**config.mk**
```make
export PLATFORM = sky130hd
export DESIGN_NAME = mux21_arb
export DESIGN_NICKNAME = d
export VERILOG_FILES = /design/src/rtl/mux21_arb.sv
export SDC_FILE = /design/constraint.sdc
export NUM_CORES = 1
export LEC_CHECK = 0
export CORE_ASPECT_RATIO = 1.1
export CORE_MARGIN = 3
export CORE_UTILIZATION = 51
export CTS_BUF_LIST = sky130_fd_sc_hd__clkbuf_16
export DETAILED_ROUTE_END_ITERATION = 8
export HOLD_SLACK_MARGIN = 0.02
export PLACE_DENSITY = 0.79
export SLEW_MARGIN = 25
export SYNTH_ARGS = -nofsm -noshare
export SYNTH_HDL_FRONTEND = slang
export SYNTH_SLANG_ARGS = --single-unit
```
**constraint.sdc**
```tcl
create_clock -name CLK -period 2.76 [get_ports CLK]
set_input_delay 0.276 -clock CLK [delete_from_list [all_inputs] [get_ports CLK]]
set_output_delay 0.276 -clock CLK [all_outputs]
set_load 0.005 [all_outputs]
```
**src/rtl/mux21_arb.sv**
```systemverilog
// -----------------------------------------------------------------------------
// mux21_arb
//   Two-requester round-robin arbiter that produces the SEL input of the
//   downstream mux21 2:1 selector. Each owner keeps the path for a bounded
//   burst of BURST_LEN cycles while the other side is also requesting, then
//   ownership moves across with no idle bubble. All outputs are registered,
//   so SEL makes exactly one transition per handover.
//
// Parameters
//   BURST_LEN  : max consecutive owned cycles under contention (1..255)
//   SW_CNT_W   : width of the handover counter SW_CNT
//
// Ports
//   CLK         in   rising-edge clock
//   RST_N       in   asynchronous active-low reset
//   REQ_A       in   source A requests the mux path
//   REQ_B       in   source B requests the mux path
//   LOCK        in   owner holds the grant past burst expiry (optional)
//   GNT_A       out  A owns the path this cycle
//   GNT_B       out  B owns the path this cycle
//   SEL         out  mux21 select: 0 routes A to Z, 1 routes B to Z
//   VALID       out  a source is granted (GNT_A | GNT_B)
//   SW_CNT      out  count of direct A<->B handovers, wraps to 0
//   o_dbg_state out  current FSM state (IDLE=00, OWN_A=01, OWN_B=10)
//
// Optional feature
//   MUX21_ARB_LOCK_EN : when defined, adds the LOCK input. While the owner
//   holds LOCK=1 burst expiry is ignored and the burst counter saturates.
//   Dropping the owner's REQ still releases the grant. Undefined: pure
//   round-robin, no LOCK port.
//
// Handshake: REQ_x is a level request sampled at every rising edge; the
//   matching GNT_x rises after the edge that sampled it (1-cycle latency)
//   and stays high for as long as that side owns the path. There is no
//   back-pressure on the grant side.
// -----------------------------------------------------------------------------
module mux21_arb #(
  parameter int BURST_LEN = 4,
  parameter int SW_CNT_W  = 8
) (
  input  logic                CLK,
  input  logic                RST_N,
  input  logic                REQ_A,
  input  logic                REQ_B,
`ifdef MUX21_ARB_LOCK_EN
  input  logic                LOCK,
`endif
  output logic                GNT_A,
  output logic                GNT_B,
  output logic                SEL,
  output logic                VALID,
  output logic [SW_CNT_W-1:0] SW_CNT,
  output logic [1:0]          o_dbg_state
);

  localparam int CNT_W = $clog2(BURST_LEN) + 1;
  localparam logic [CNT_W-1:0] CNT_MAX = CNT_W'(BURST_LEN - 1);

  // One bit per owner so each grant output is a flop output, not a decode.
  localparam logic [1:0] IDLE  = 2'b00;
  localparam logic [1:0] OWN_A = 2'b01;
  localparam logic [1:0] OWN_B = 2'b10;

  logic [1:0]          r_state;
  logic [CNT_W-1:0]    r_cnt;
  logic                r_last_b;   // 1: B was served last, so A wins a tie
  logic                r_sel;
  logic                r_valid;
  logic [SW_CNT_W-1:0] r_sw_cnt;

  logic [1:0]          w_nxt_state;
  logic [CNT_W-1:0]    w_nxt_cnt;
  logic                w_own_req;
  logic                w_oth_req;
  logic [1:0]          w_oth_state;
  logic                w_lock;
  logic                w_direct;

`ifdef MUX21_ARB_LOCK_EN
  assign w_lock = LOCK;
`else
  assign w_lock = 1'b0;
`endif

  assign w_own_req   = (r_state == OWN_B) ? REQ_B : REQ_A;
  assign w_oth_req   = (r_state == OWN_B) ? REQ_A : REQ_B;
  assign w_oth_state = (r_state == OWN_B) ? OWN_A : OWN_B;

  always_comb begin
    w_nxt_state = r_state;
    w_nxt_cnt   = r_cnt;
    case (r_state)
      IDLE: begin
        w_nxt_cnt = '0;
        if (REQ_A && REQ_B) begin
          w_nxt_state = r_last_b ? OWN_A : OWN_B;
        end else if (REQ_A) begin
          w_nxt_state = OWN_A;
        end else if (REQ_B) begin
          w_nxt_state = OWN_B;
        end
      end
      OWN_A, OWN_B: begin
        if (!w_own_req) begin
          // Release wins over everything, including an expiring burst.
          w_nxt_cnt   = '0;
          w_nxt_state = w_oth_req ? w_oth_state : IDLE;
        end else if (r_cnt == CNT_MAX) begin
          if (w_lock) begin
            w_nxt_cnt = r_cnt;  // saturate while locked
          end else begin
            // Burst expired: hand over if contended, else restart the burst.
            w_nxt_cnt = '0;
            if (w_oth_req) begin
              w_nxt_state = w_oth_state;
            end
          end
        end else begin
          w_nxt_cnt = r_cnt + 1'b1;
        end
      end
      default: begin
        w_nxt_state = IDLE;
        w_nxt_cnt   = '0;
      end
    endcase
  end

  // Only owner-to-owner moves count; anything passing through IDLE does not.
  assign w_direct = (r_state != IDLE) && (w_nxt_state != IDLE) &&
                    (w_nxt_state != r_state);

  always_ff @(posedge CLK or negedge RST_N) begin
    if (!RST_N) begin
      r_state  <= IDLE;
      r_cnt    <= '0;
      r_last_b <= 1'b1;
      r_sel    <= 1'b0;
      r_valid  <= 1'b0;
      r_sw_cnt <= '0;
    end else begin
      r_state <= w_nxt_state;
      r_cnt   <= w_nxt_cnt;
      r_valid <= (w_nxt_state != IDLE);
      // SEL only moves when an owner is (re)entered, so it holds in IDLE.
      if (w_nxt_state == OWN_A) begin
        r_sel    <= 1'b0;
        r_last_b <= 1'b0;
      end else if (w_nxt_state == OWN_B) begin
        r_sel    <= 1'b1;
        r_last_b <= 1'b1;
      end
      if (w_direct) begin
        r_sw_cnt <= r_sw_cnt + 1'b1;
      end
    end
  end

  assign GNT_A       = r_state[0];
  assign GNT_B       = r_state[1];
  assign SEL         = r_sel;
  assign VALID       = r_valid;
  assign SW_CNT      = r_sw_cnt;
  assign o_dbg_state = r_state;

  a_burst_len_range: assert property (@(posedge CLK)
    (BURST_LEN >= 1) && (BURST_LEN <= 255))
    else $error("mux21_arb: BURST_LEN %0d outside 1..255", BURST_LEN);

  a_gnt_exclusive: assert property (@(posedge CLK) disable iff (!RST_N)
    !(GNT_A && GNT_B))
    else $error("mux21_arb: GNT_A and GNT_B both high");

endmodule

```
Word level (Yosys, flattened, before mapping)
Index checks and enable logic that the tools add are counted.
{ "word_totals": {"word_cells": 39, "output_inout_bits": 14, "inputBits": 4, "register_bits": 16} }
{ "classes": {"add_sub_neg": 2, "n_mux": 17, "n_reduce_logical": 8, "n_eq_ne": 6} }
{ "ops": {"columns": ["op", "n"], "rows": [
  ["two-way mux 2 bit", 9],
  ["two-way mux 3 bit", 3],
  ["adder 8 x 1 -> 8 bit, second input constant", 1],
  ["nonzero test 2 bit", 3],
  ["equality test 2 x 1 -> 1 bit, second input constant", 2],
  ["equality test 2 bit, second input constant", 2],
  ["two-way mux 1 bit", 4],
  ["case mux 2 bit (2 select lines)", 1],
  ["adder 3 x 1 -> 3 bit, second input constant", 1],
  ["equality test 3 x 2 -> 1 bit, second input constant", 1],
  ["logical AND 1 bit", 3],
  ["logical NOT 2 bit", 1],
  ["!= test 2 bit", 1],
  ["OR reduction 2 bit", 1]
]} }

Longest topological paths before layout
Gate-level depths: netlist of run 1.
{ "depth": {"word_depth": 9, "mapped_depth": 12} }

Worst setup path before layout of run 1
No wires, ideal clock.
{ "synth_timing": {"path_kind": "reg-to-reg", "startpoint": "reg r_state[1], in the netlist o_dbg_state[1]", "endpoint": "reg r_sw_cnt[1], in the netlist SW_CNT[1]", "slack_ps": 347, "setup_ps": 128, "synth_period_minus_slack_ps": 2413, "stages_incl_launch_ff": 11, "arrival_ps": 2285, "path_buffers": 0, "cell_sequence": "dfrtp_1 -> inv_1 -> ha_1 -> o21ai_1 -> a21oi_1 -> o21ai_1 -> a21o_1 -> ha_1 -> nor2_1 -> a21boi_2 -> mux2_1"} }
{ "synth_via": {"elab_chain_cells": 9, "word_cells_on_any_way": 20, "cone_classes": "eq/ne: 3; mux: 11; reduce/logical: 6"} }
{ "synth_lines": {"columns": ["element", "line_no", "source"], "rows": [
  ["start: declaration", "64", "logic [1:0] r_state;"],
  ["start signal: assignment", "142", "r_state <= w_nxt_state;"],
  ["equality test 2 bit", null, null],
  ["two-way mux 2 bit / two-way mux 1 bit (equally long branches)", "87, 86", null],
  ["two-way mux 2 bit", "114", "if (w_oth_req) begin"],
  ["two-way mux 2 bit", "108", "end else if (r_cnt == CNT_MAX) begin"],
  ["two-way mux 2 bit", "104", "if (!w_own_req) begin"],
  ["case mux 2 bit (2 select lines)", "92", "case (r_state)"],
  ["nonzero test 2 bit", "130", "assign w_direct = (r_state != IDLE) && (w_nxt_state != IDLE) &&"],
  ["logical AND 1 bit", "130", null],
  ["logical AND 1 bit (*)", "130", null],
  ["end signal: assignment", "154", "r_sw_cnt <= r_sw_cnt + 1'b1;"],
  ["end: declaration", "69", "logic [SW_CNT_W-1:0] r_sw_cnt;"]
]} }
Every way passes the cells marked *; elsewhere a longest branch is shown, timed or not.
A chain may end at the register's enable or synchronous reset.

Final worst setup path of run 1
{ "layout_timing": {"startpoint": "reg r_state[0], in the netlist o_dbg_state[0]", "endpoint": "reg r_sw_cnt[7], in the netlist SW_CNT[7]"} }
The elaborated chain is that of the path after synthesis.

==> results of run 1 <==
## cells in the mapped netlist
master / instances / area, um2
nand2b_1: 2 / 12.5
o41ai_1: 1 / 8.76
nor3b_1: 2 / 15.0
mux2_1: 1 / 11.3
a21boi_2: 1 / 11.3
o21ai_0: 3 / 15.0
nand2_1: 11 / 41.3
a21oi_1: 7 / 35.0
a2111o_1: 2 / 22.5
a31oi_1: 1 / 6.26
a21oi_2: 1 / 8.76
dfstp_2: 1 / 26.3
a211oi_1: 4 / 30.0
and2_1: 1 / 6.26
a221oi_2: 1 / 15.0
buf_4: 3 / 22.5
and4_1: 1 / 8.76
nand4_1: 3 / 18.8
a21o_1: 3 / 22.5
buf_2: 1 / 5.00
nor2_1: 4 / 15.0
inv_1: 8 / 30.0
nand3b_1: 1 / 7.51
xor2_1: 7 / 61.3
dfrtp_1: 15 / 375
nor3_1: 1 / 5.00
o21ai_1: 4 / 20.0
nor2b_1: 2 / 12.5
ha_1: 7 / 87.6
nor4_4: 1 / 21.3
mux2i_1: 2 / 20.0
nand2b_4: 1 / 13.8
a211o_1: 1 / 8.76
## power by group
part	internal [W]	total, W	switching, W
Sequential	0.000318	0.000394	0.0000753
Clock	0.000192	0.000277	0.0000856
Combinational	0.000362	0.000731	0.000369
## kinds of logic after synthesis
group                      after synthesis
and+or+nand+nor                         30
AOI/OAI and AO/OA                       29
DFF                                     16
buffers and inverters                   12
xor gates and xnor gates                 7
adders and majority gates                7
muxes                                    3
## flip-flops by register name (all words and copies together) (netlist names)
| signal | count |
|---|---|
| VALID | 1 |
| r_last_b | 1 |
| SEL | 1 |
| r_cnt | 3 |
| o_dbg_state | 2 |
| SW_CNT | 8 |
## final timing paths
path / endpoint / slack (ns) / startpoint
worst max-delay path: SW_CNT[7] / 0.22 / o_dbg_state[0]
worst min-delay path: r_cnt[2] / 0.44 / RST_N
worst max register to register: SW_CNT[7] / 0.22 / o_dbg_state[0]
worst min register to register: r_cnt[0] / 0.45 / r_cnt[0]
max in group asynchronous: o_dbg_state[1] / 1.90 / RST_N
min in group CLK: r_cnt[0] / 0.45 / r_cnt[0]
## per-stage QoR
step,hold WS [ns],area (um2),util [%],worst slack (ns)
after global routing,0.489,1310,71.1,0.00503
final,0.438,1310,71.1,0.224
after global placement,0.433,1230,66.6,0.143
after CTS,0.464,1310,70.9,0.175
after floorplan,-0.0196,1020,-,0.347
after detailed placement,0.458,1230,66.6,0.0715
## layout by cell type, fill, tap and decap left out
cell type and count:
and2_1 1, nand2_1 11, o21ai_1 4, nand3b_1 1, xor2_1 7, nand4_1 3
nor3_1 1, clkdlybuf4s50_1 17, dfstp_2 1, a21boi_2 1, nor2_1 4, o21ai_0 3
a211oi_1 4, inv_1 8, o41ai_1 1, nor4_4 1, mux2i_1 2, and4_1 1
clkinv_1 1, a2111o_1 2, nand2b_4 1, buf_4 4, nand2b_1 2, a21o_1 3
nor2b_1 2, mux2_1 1, a21oi_2 2, ha_1 7, a21oi_1 6, a221oi_2 1
a211o_1 1, a31oi_1 1, dfrtp_1 15, clkbuf_16 3, nor3b_1 2
## metal layers
layer	part of all wire, %	track usage (%)	up-vias
li1	-	-	416
met1	44	20.5	385
met2	50	29.2	21
met3	4.6	5.35	4
met4	1.0	7.11	0
met5	0	0	-
## timing repair
action                     4_1_cts  5_1_grt
resized for setup                0        1
setup endpoints to repair        0        3
hold endpoints to repair         0        0
## final cells by class
cell class	count	share of cell area [%]
clock buffers	3	5.73
well taps	27	2.58
clock inverters	1	0.287
repair buffers	21	15.3
flip-flops and latches	16	30.7
multi-input cells	76	43.2
inverters	8	2.29
==> out/results.ini, run 1 <==
[setup_path]
crit_type = reg2reg
crit_buf_inv = 1
path_cells = inv_1, ha_1, and2_1, o21ai_1, a21oi_2, o21ai_1, a21o_1, ha_1, nor2_1, nand4_1, a211oi_1, xor2_1
critPathLaunchType = flop
critPathTopFamily = compound AO/OA/AOI/OAI gates
reg2regPathDepth = 12
cp.arrival_ns = 2.71
cp-end-kind = flop
crit_fanout = 5
required_ns = 2.93
cp_slowest_stage_delay_ns = 0.37
cp.depth = 12
critical-path-slowest-cell = dfrtp_1

[die]
die_w_um = 48.7
design.die.area_mm2 = 0.00258
core_area_mm2 = 0.00184
initial_core_util_pct = 55.4
rows = 16
io_pins = 18
die_height_um = 52.9

[placement]
hpwlAfterDp_um = 1540
port_buffers = 17
dpl.cell_count = 148
gp_congestion = 0.932

[logic_synthesis]
synth_cell_types = 33
synth_seq_cells = 16
muxShareOfSynthArea_pct = 3.06
synth_top_family_by_area = compound AO/OA/AOI/OAI gates
yosysWarnings = 0
yosys.area_share.xor_xnor_pct = 6.00
syn-cell-area_mm2 = 0.00102
synth_compound_area_share_pct = 20.0
netlist_instances = 104
avgSynthCellArea_um2 = 9.82
synth_nets = 115
synthAdderAreaFrac_pct = 8.58
seq_area_frac_synth_pct = 39.3
synth-simple-area-share_pct = 17.4

[sta]
rsz0062_at_grt = no
slew_headroom_pct = 55.7
fmax_ghz = 0.394
period_minus_slack_ns = 2.54
drv_slew = 0
finalClockSkew_ns = 0.00175
tightest_slew_ns = 0.663
hold_violations = 0
tns_ns = 0
setup_viol = 0
min_period_over_period_pct = 91.9

[run]
maxCapViolations = 0

[status]
status = completed

[global_routing]
grt_max_degree = 17
grt_pass1_vias = 744
antenna_found_initial = 0
gr-total-overflow = 0
grt_util_all_layers_pct = 17.3
grt_pass1_wl_um = 3280

[clocking]
post-cts-setup-buffer-count = 0
cts_hold_buf = 0
cts_tree = yes
clk_latency_ns = 0.24
cts_htree_levels = 1
cts_root_buffer = clkbuf_16
clkTransAtPathRegs_ns = 0.05
clock-sinks = 16
clk_path_buf_depth = 2
numCtsBuffers = 3

[drt]
dr.pass1.iters = 4
drc = 0
vias = 826
wl_um = 2010
detail_route.vias_per_cell = 5.43
wl_per_cell_um = 13.2
drt_iter0_markers = 36
ant_nets = 0

[layout]
seq_area_um2 = 402
nNetsFinal = 137
synthToLayoutAreaGrowth_pct = 28.3
drive_gt1_share_pct = 11.2
multiInputGateArea_um2 = 566
fillers = 147
final_cell_count_no_fill = 152
diodes = 0

[power_and_ir_drop]
peakVddDrop_mv = 0.713
power_leakage_nw = 0.610
power_w = 0.00140
power.density_mw_per_mm2 = 1070

[worst_hold_path]
hp-class = in2async

No activity file was read; power rests on OpenSTA's default activity.
==> inputs of run 2 (changes only) <==
- PLACE_DENSITY: 0.79 -> 0.86
==> run 2 against run 1 <==
Compared with the run above:
- worst hold slack better by 0.0044 ns
- non-clock buffer count unchanged
- highest routed layer unchanged
- largest power group unchanged
- combinational power up 2%
- global-route usage up 1.8 points
- first-iteration DRC count down 28%
- die area unchanged
- count of clock-buffer cells in the layout unchanged
- final area up 0.29%
- power up 1.0%
- register-to-register slack better by 0.02 ns
- setup slack better by 0.023 ns
- via count up 3.3%
==> out/results.ini, run 2 (same netlist as run 1, synthesis figures left out) <==
[sta]
period_minus_slack_ns = 2.51  ; -0.0232 ns
tightest_slew_ns = 0.681  ; +0.0185 ns
min_period_over_period_pct = 91.1  ; -0.84 points
finalClockSkew_ns = 0.00189  ; +0.000134 ns
rsz0062_at_grt = no
drv_slew = 0  ; unchanged
setup_viol = 0  ; unchanged
fmax_ghz = 0.398  ; +0.92%
hold_violations = 0  ; unchanged
tns_ns = 0  ; unchanged
slew_headroom_pct = 54.5  ; -1.2 points

[clocking]
cts_root_buffer = clkbuf_16
cts_htree_levels = 1  ; unchanged
clock-sinks = 16  ; unchanged
cts_hold_buf = 0  ; unchanged
clkTransAtPathRegs_ns = 0.05  ; about the same
post_cts_resize_count = 0  ; unchanged
clk_path_buf_depth = 2  ; unchanged
clk_latency_ns = 0.25  ; about the same
numCtsBuffers = 3  ; unchanged
cts_tree = yes
post-cts-setup-buffer-count = 0  ; unchanged

[die]
core_area_mm2 = 0.00184  ; unchanged
rows = 16  ; unchanged
die_w_um = 48.7  ; unchanged
io_pins = 18  ; unchanged
die_height_um = 52.9  ; unchanged
design.die.area_mm2 = 0.00258  ; unchanged
initial_core_util_pct = 55.4  ; unchanged

[setup_path]
worstReg2RegStart = o_dbg_state[1]
required_ns = 2.93  ; about the same
cp-end-kind = flop
critPathLaunchType = flop
crit_fanout = 6  ; +1
reg2regPathDepth = 11  ; -1
path_cells = inv_1, ha_1, o21ai_1, a21oi_1, o21ai_1, a21o_1, ha_1, nor2_1, nand4_1, a211oi_1, xor2_1
crit_type = reg2reg
critical-path-slowest-cell = dfrtp_1
cp_slowest_stage_delay_ns = 0.45  ; +0.08 ns
rrSetupSlack_ns = 0.25  ; +0.02 ns
cp.arrival_ns = 2.69  ; -0.02 ns
r2r_end = SW_CNT[5]

[drt]
drt_iter0_markers = 26  ; -28%
detail_route.vias_per_cell = 5.61  ; +3.3%
wl_um = 2130  ; +6.2%
wl_per_cell_um = 14.0  ; +6.2%
ant_nets = 0  ; unchanged
vias = 853  ; +3.3%
dr.pass1.iters = 4  ; unchanged
drc = 0  ; unchanged

[worst_hold_path]
hp-start = r_cnt[0]
min_to = r_cnt[0]
whs_path_depth = 1
hp-class = reg2reg

[layout]
diodes = 0  ; unchanged
largest_reg_flops = 8  ; unchanged
layout_common_cells = clkdlybuf4s50_1, dfrtp_1, nand2_1, inv_1
mostFrequentLayoutCell = clkdlybuf4s50_1
nNetsFinal = 137  ; unchanged
synthToLayoutAreaGrowth_pct = 28.7
drive_gt1_share_pct = 12.8  ; +1.6 points
utilization_pct = 71.3  ; +0.20 points

[power_and_ir_drop]
power.density_mw_per_mm2 = 1080  ; +0.72%
power_leakage_nw = 0.612  ; +0.35%
peakVddDrop_mv = 0.763  ; +7.0%

[run]
maxCapViolations = 0  ; unchanged

[status]
status = completed

[global_routing]
grt_util_all_layers_pct = 19.1  ; +1.8 points
antenna_found_initial = 0  ; unchanged
gr-total-overflow = 0  ; unchanged
grt_max_degree = 17  ; unchanged
grt_pass1_wl_um = 3590  ; +9.5%
grt_pass1_vias = 832  ; +12%

[placement]
gp_congestion = 0.921  ; -1.2%
port_buffers = 17  ; unchanged
hpwlAfterDp_um = 1560  ; +1.5%

[run 2: power breakdown]
group          internal [W]  switching, W  total (W)
registers          0.000319     0.0000778   0.000396
clock network      0.000191     0.0000849   0.000276
logic              0.000364      0.000380   0.000744
[run 2: critical path: cells and delay by family, from the launching register on]
kind | cells | cell delay, ns
xor+xnor | 1 | 0.16
buf+inv | 1 | 0.11
fa+ha+maj | 2 | 0.53
flops | 1 | 0.45
simple gates | 2 | 0.37
compound gates | 5 | 0.82
[run 2: stage by stage]
step	instances	cell area, um2	power, W	setup slack (ns)	hold WS, ns
CTS	152	1310	0.00141	0.179	0.449
global route	152	1310	0.00152	0.0663	0.464
detailed placement	148	1230	0.00112	0.0681	0.443
global placement	148	1230	0.00110	0.154	0.432
floorplan	104	1020	0.000849	0.347	-0.0196
finish	152	1310	0.00142	0.247	0.442
[run 2: layer usage]
metal / share of wire (%) / up-vias / global-route usage, %
met4: 2.5 / 0 / 12.8
li1: - / 411 / -
met3: 4.1 / 6 / 5.35
met5: 0 / - / 0
met2: 50 / 25 / 32.1
met1: 43 / 411 / 21.2
[run 2: cell type report]
class                   count  area, um2
clock buffers               3       75.1
clock inverters             1       3.75
fillers                   150        528
inverters                   8       30.0
multi-input cells          76        569
flip-flops and latches     16        402
well taps                  27       33.8
repair buffers             21        200
[run 2: how the worst max path moves through the flow]
| stage | from | end | slack (ns) | depth (start not counted) |
|---|---|---|---|---|
| after floorplan | o_dbg_state[1] | SW_CNT[1] | 0.35 | 10 |
| after global placement | REQ_A | SW_CNT[7] | 0.15 | 11 |
| after detailed placement | REQ_A | SW_CNT[7] | 0.07 | 11 |
| after CTS | o_dbg_state[0] | SW_CNT[7] | 0.18 | 12 |
| after global routing | o_dbg_state[0] | SW_CNT[7] | 0.07 | 12 |
| final | o_dbg_state[1] | SW_CNT[5] | 0.25 | 11 |
